$ cat config.mk
export PLATFORM = sky130hd
export DESIGN_NAME = div_unit
export DESIGN_NICKNAME = d
export VERILOG_FILES = /design/src/rtl/div_pkg.sv /design/src/rtl/div_step.sv /design/src/rtl/div_unit.sv
export SDC_FILE = /design/constraint.sdc
export NUM_CORES = 1
export LEC_CHECK = 0
export CELL_PAD_IN_SITES_DETAIL_PLACEMENT = 1
export CELL_PAD_IN_SITES_GLOBAL_PLACEMENT = 1
export CORE_MARGIN = 8
export CORE_UTILIZATION = 45
export DETAILED_ROUTE_END_ITERATION = 6
export GPL_ROUTABILITY_DRIVEN = 0
export GPL_TIMING_DRIVEN = 0
export HOLD_SLACK_MARGIN = 0.1
export PLACE_DENSITY_LB_ADDON = 0.1
export SLEW_MARGIN = 25
export SYNTH_ARGS = -nofsm -noshare
export SYNTH_HDL_FRONTEND = slang
export SYNTH_HIERARCHICAL = 1
export SYNTH_SLANG_ARGS = --single-unit
$ cat constraint.sdc
create_clock -name clk_i -period 4.8 [get_ports clk_i]
set_input_delay 0.96 -clock clk_i [delete_from_list [all_inputs] [get_ports clk_i]]
set_output_delay 0.96 -clock clk_i [all_outputs]
set_load 0.02 [all_outputs]
$ cat src/rtl/div_pkg.sv
// Shared definitions for the multicycle divider: default width and FSM state encoding.
package div_pkg;

  localparam int unsigned DivWidth = 32;

  typedef enum logic [2:0] {
    StIdle = 3'd0,
    StPrep = 3'd1,
    StRun  = 3'd2,
    StFix  = 3'd3,
    StDone = 3'd4
  } div_state_e;

endpackage

$ cat src/rtl/div_step.sv
// One restoring-division step: shift {rem,quo} left, trial-subtract divisor, set quotient bit.
module div_step #(
  parameter int unsigned WIDTH = 32
) (
  input  logic [WIDTH-1:0] rem_i,
  input  logic [WIDTH-1:0] quo_i,
  input  logic [WIDTH-1:0] divisor_i,
  output logic [WIDTH-1:0] rem_o,
  output logic [WIDTH-1:0] quo_o
);

  logic [WIDTH:0] shifted;
  logic [WIDTH:0] diff;

  always_comb begin
    // Extra top bit keeps the shifted remainder exact for unsigned divisors above 2^(W-1).
    shifted = {rem_i, quo_i[WIDTH-1]};
    diff    = shifted - {1'b0, divisor_i};
    if (!diff[WIDTH]) begin
      rem_o = diff[WIDTH-1:0];
      quo_o = {quo_i[WIDTH-2:0], 1'b1};
    end else begin
      rem_o = shifted[WIDTH-1:0];
      quo_o = {quo_i[WIDTH-2:0], 1'b0};
    end
  end

endmodule

$ cat src/rtl/div_unit.sv
// Multicycle 32-bit divider (LO = quotient, HI = remainder). Define DIV_UNSIGNED_EN to add
// the divu_i port selecting DIVU; otherwise every operation is signed DIV.
module div_unit
  import div_pkg::*;
#(
  parameter int unsigned WIDTH = DivWidth
) (
  input  logic             clk_i,
  input  logic             rst_ni,
  input  logic             start_i,
  input  logic [WIDTH-1:0] dividend_i,
  input  logic [WIDTH-1:0] divisor_i,
`ifdef DIV_UNSIGNED_EN
  input  logic             divu_i,
`endif
  output logic             busy_o,
  output logic             done_o,
  output logic             div_zero_o,
  output logic [WIDTH-1:0] hi_o,
  output logic [WIDTH-1:0] lo_o
);

  localparam int unsigned CntW = $clog2(WIDTH) + 1;

  div_state_e      state_q;
  logic [WIDTH-1:0] a_q, b_q, rem_q, quo_q, hi_q, lo_q;
  logic [WIDTH-1:0] rem_step, quo_step;
  logic [CntW-1:0]  cnt_q;
  logic             uns_q, qneg_q, rneg_q;
  logic             busy_q, done_q, zero_q;
  logic             divu;

`ifdef DIV_UNSIGNED_EN
  assign divu = divu_i;
`else
  assign divu = 1'b0;
`endif

  div_step #(
    .WIDTH(WIDTH)
  ) u_step (
    .rem_i    (rem_q),
    .quo_i    (quo_q),
    .divisor_i(b_q),
    .rem_o    (rem_step),
    .quo_o    (quo_step)
  );

  always_ff @(posedge clk_i or negedge rst_ni) begin
    if (!rst_ni) begin
      state_q <= StIdle;
      a_q     <= '0;
      b_q     <= '0;
      rem_q   <= '0;
      quo_q   <= '0;
      hi_q    <= '0;
      lo_q    <= '0;
      cnt_q   <= '0;
      uns_q   <= 1'b0;
      qneg_q  <= 1'b0;
      rneg_q  <= 1'b0;
      busy_q  <= 1'b0;
      done_q  <= 1'b0;
      zero_q  <= 1'b0;
    end else begin
      unique case (state_q)
        StIdle: begin
          if (start_i) begin
            a_q   <= dividend_i;
            b_q   <= divisor_i;
            uns_q <= divu;
            if (divisor_i == '0) begin
              state_q <= StDone;
              done_q  <= 1'b1;
              zero_q  <= 1'b1;
            end else begin
              state_q <= StPrep;
              busy_q  <= 1'b1;
            end
          end
        end
        StPrep: begin
          quo_q   <= (!uns_q && a_q[WIDTH-1]) ? -a_q : a_q;
          b_q     <= (!uns_q && b_q[WIDTH-1]) ? -b_q : b_q;
          qneg_q  <= !uns_q && (a_q[WIDTH-1] ^ b_q[WIDTH-1]);
          rneg_q  <= !uns_q && a_q[WIDTH-1];
          rem_q   <= '0;
          cnt_q   <= CntW'(WIDTH);
          state_q <= StRun;
        end
        StRun: begin
          rem_q <= rem_step;
          quo_q <= quo_step;
          cnt_q <= cnt_q - 1'b1;
          if (cnt_q == CntW'(1)) state_q <= StFix;
        end
        StFix: begin
          lo_q    <= qneg_q ? -quo_q : quo_q;
          hi_q    <= rneg_q ? -rem_q : rem_q;
          busy_q  <= 1'b0;
          done_q  <= 1'b1;
          state_q <= StDone;
        end
        StDone: begin
          done_q  <= 1'b0;
          zero_q  <= 1'b0;
          state_q <= StIdle;
        end
        default: state_q <= StIdle;
      endcase
    end
  end

  assign busy_o     = busy_q;
  assign done_o     = done_q;
  assign div_zero_o = zero_q;
  assign hi_o       = hi_q;
  assign lo_o       = lo_q;

endmodule

==> Flow_metrics.wiki <==
{| class="wikitable"
! Metric !! Value
|-
| Share of synthesized flip-flops with an asynchronous set or reset || 100%
|-
| Hold Slack || 0.352 ns
|-
| Total power || 13.3 mW
|-
| Total global routing track utilization || 23.9%
|-
| Wire length of the first global-routing pass || 70.1 mm
|-
| Count of final max-slew check failures || 0
|-
| DR vias/cell || 5.95
|-
| Total power per unit cell area || 823 nW/um^2
|-
| First drt pass iteration count || 5
|-
| Syn nets || 1,570
|-
| HPWL after detailed placement || 32.5 mm
|-
| Cell area after synthesis || 13,400 um^2
|-
| Post-synthesis sequential element count || 206
|-
| Global-route congestion overflow total || 0
|-
| Placed cell area || 15,300 um^2
|-
| Chip Height || 189 um
|-
| Die area || 35,700 um^2
|-
| Final setup viols || 0
|-
| Initial antenna violation count || 0
|-
| Syn avg cell area || 9.18 um^2
|-
| RSZ-0062 raised after global routing || no
|-
| Total number of H-tree levels || 1
|-
| Share of power burned in the clock network || 14.6%
|-
| Clock latency on the worst-skew pair || 0.53 ns
|-
| Relative slew slack || 40.3%
|-
| CTS Hold Buffers Added || 0
|-
| Area grow syn2layout || 20.2%
|-
| Max capacitance violation total || 0
|-
| Most common cell after layout, fill and taps aside || dfrtp_1
|-
| Peak supply drop || 0.000371 V
|-
| Critical setup path kind || reg2reg
|-
| Number of top-level pins || 134
|-
| Post-route fraction of the period consumed by the critical path || 85.9%
|-
| Routed wirelength normalized by instance count || 21.2 um
|-
| Non-Filler Cell Area, Final || 16,200 um^2
|-
| Antenna fix cells || 0
|-
| Beginning of the critical path || quo_q[31]
|-
| Port Buffer Count || 133
|-
| Resized Gates After CTS || 0
|-
| Gate count of the mapped netlist || 1,464
|-
| Highest clock rate || 242 MHz
|-
| Switch share || 45.7%
|-
| Measured slew at the worst slew-check pin || 0.891 ns
|-
| Die W || 189 um
|-
| Startpoint class of the critical path || flop
|-
| TritonCTS clock tree || done
|-
| Starting density of the core || 45.5%
|-
| Number of clock sinks seen by CTS || 206
|-
| Total net switching power || 6.08 mW
|-
| Number of design-rule violations left by the first detailed-router iteration || 734
|-
| Vias in the first global route || 12,676
|-
| Final worst path period need || 4.13 ns
|-
| Cell at the root of the clock tree || clkbuf_16
|-
| Number of buffers inserted during clock tree synthesis || 24
|-
| Setup fix buffers added after clock tree synthesis || 0
|-
| Primary flip-flop cell chosen by synthesis mapping || dfrtp_1
|-
| Arr. time, crit path || 4.53 ns
|-
| Vias || 12,091
|-
| Wirelength, routed || 43.1 mm
|-
| Share of power burned in registers || 27.6%
|-
| Crit-path max FO || 10
|-
| Class of the most critical hold timing path || in2async
|-
| Number of distinct standard cells referenced by the synthesized netlist || 93
|-
| Power share of the combinational group || 57.8%
|-
| Cell internal pwr || 7.21 mW
|-
| Number of design rule violations left after detail routing || 0
|-
| Req. time, crit path || 5.20 ns
|-
| Placeable core region || 29,600 um^2
|-
| Fraction of final layout cells sized beyond drive strength 1 || 10.9%
|-
| Outcome || completed
|-
| Share of synthesized area occupied by flip-flops and latches || 38.4%
|-
| Leakage dissipation || 6.87 nW
|-
| Filler cell count || 3,416
|-
| Number of failing hold endpoints at the final stage || 0
|-
| Clock slew seen by the registers of the worst setup and hold paths || 0.06 ns
|-
| Logic depth of the worst register-to-register path || 16
|-
| Worst setup EP type || flop
|-
| Startpoint of the lowest-slack register-to-register path || quo_q[31]
|-
| Synth Warn # || 6
|-
| Pin count of the biggest net entering global routing || 89
|-
| Maximum number of buffers from clock root to sink || 3
|-
| Top library cells by usage in the layout, fill and taps aside || dfrtp_1 (206), o21ai_0 (149), nand2_1 (143), clkdlybuf4s50_1 (132), xor2_1 (80)
|-
| Nets || 1,731
|-
| ANT nets after route || 0
|-
| Final worst clock skew || 0.0200 ns
|-
| Number of cell rows || 63
|-
| Post-synth EDFFs || 0
|}
[synth_stat cells, types with 12 or more instances]
master	number	area share (%)
xnor2_1	20	1.3
or4_1	12	0.67
nand2_1	143	4.0
o21ai_0	149	5.5
ha_1	38	3.5
nor4_1	32	1.5
xor2_1	80	5.2
a22o_1	41	2.7
nand3_1	36	1.3
nand4_1	16	0.74
buf_4	34	1.9
a31oi_1	14	0.65
inv_1	49	1.4
mux2i_1	20	1.5
a21oi_1	79	2.9
a21o_1	16	0.89
clkbuf_1	59	1.6
mux2_4	19	2.1
o31ai_1	33	1.8
nor2_1	56	1.6
a22oi_1	20	1.1
nor3_1	34	1.3
dfrtp_1	206	38
o22ai_1	17	0.79
mux2_2	35	2.9
or3_1	19	0.88
nor3b_1	13	0.73
nor2b_1	18	0.84
[final timing paths]
path	to	slack, ns
worst max-delay path	rem_q[19]	0.67
worst min-delay path	b_q[15]	0.35
worst max register to register	rem_q[19]	0.67
worst min register to register	hi_o[6]	0.47
max in group asynchronous	rem_q[13]	3.29
min in group clk_i	hi_o[6]	0.47
[area by class of cell]
cell class                 instances  area [um^2]  share of cell area, %
timing repair buffer             135         1390                   8.61
sequential                       206         5150                   31.9
buffer                           117          679                   4.21
clock inverter                    11          144                  0.891
inverter                          50          195                   1.21
tap                              390          488                   3.02
clock buffer                      32          691                   4.28
multi-input combinational       1091         7410                   45.9
[flip-flops by register name (all words and copies together), names as in the netlist]
signal and count:
a_q 32, b_q 32, busy_o 1, cnt_q 6
div_zero_o 1, done_o 1, hi_o 32, lo_o 32
qneg_q 1, quo_q 32, rem_q 32, rneg_q 1
state_q 3
[worst max-delay path, stage by stage (launching register included)]
cell       delay [ns]
dfrtp_1          0.50
inv_1            0.08
ha_1             0.21
fa_1             0.40
and2b_1          0.26
o2111ai_2        0.14
a21oi_2          0.25
o2111ai_1        0.22
a211oi_2         0.34
nor2_4           0.11
mux2i_4          0.39
and2_4           0.24
buf_12           0.13
inv_8            0.05
buf_12           0.14
mux2_4           0.29
a22o_1           0.21
[metal layers]
metal,global-route usage (%),up-vias,wire length (um)
met5,0,-,0
met4,5.02,0,726
met3,3.83,55,2350
met2,36.3,319,18800
met1,35.1,6045,21200
li1,-,5672,-
[kinds of logic (layout without fill, tap and decap cells)]
group           count (synthesis)  after routing  share of synthesized area [%]
compound gates                449            449                           21.8
simple gates                  428            428                           16.5
flops                         206            206                           38.4
buf+inv                       167            345                           6.51
xor+xnor                      100            100                           6.52
mux                            75             75                           6.71
fa+ha+maj                      39             39                           3.69
[power by group through the flow]
stage | clock network (mW) | registers [mW] | logic (mW)
CTS | 1.97 | 3.65 | 7.67
floorplan | 0 | 3.60 | 5.17
finish | 1.94 | 3.67 | 7.69
detailed placement | 0 | 3.67 | 7.60
global route | 2.04 | 3.80 | 8.42
global placement | 0 | 3.60 | 7.36
[through the flow]
step	std cells	TNS [ns]	setup slack [ns]	util (%)
after global routing	2032	0	0.504	54.6
after global placement	1987	-1290.15	-6.28	51.6
after floorplan	1464	0	1.33	-
after detailed placement	1989	0	0.771	51.8
after CTS	2032	0	0.707	54.6
final	2032	0	0.675	54.6
(Power assumes the default switching activity.)
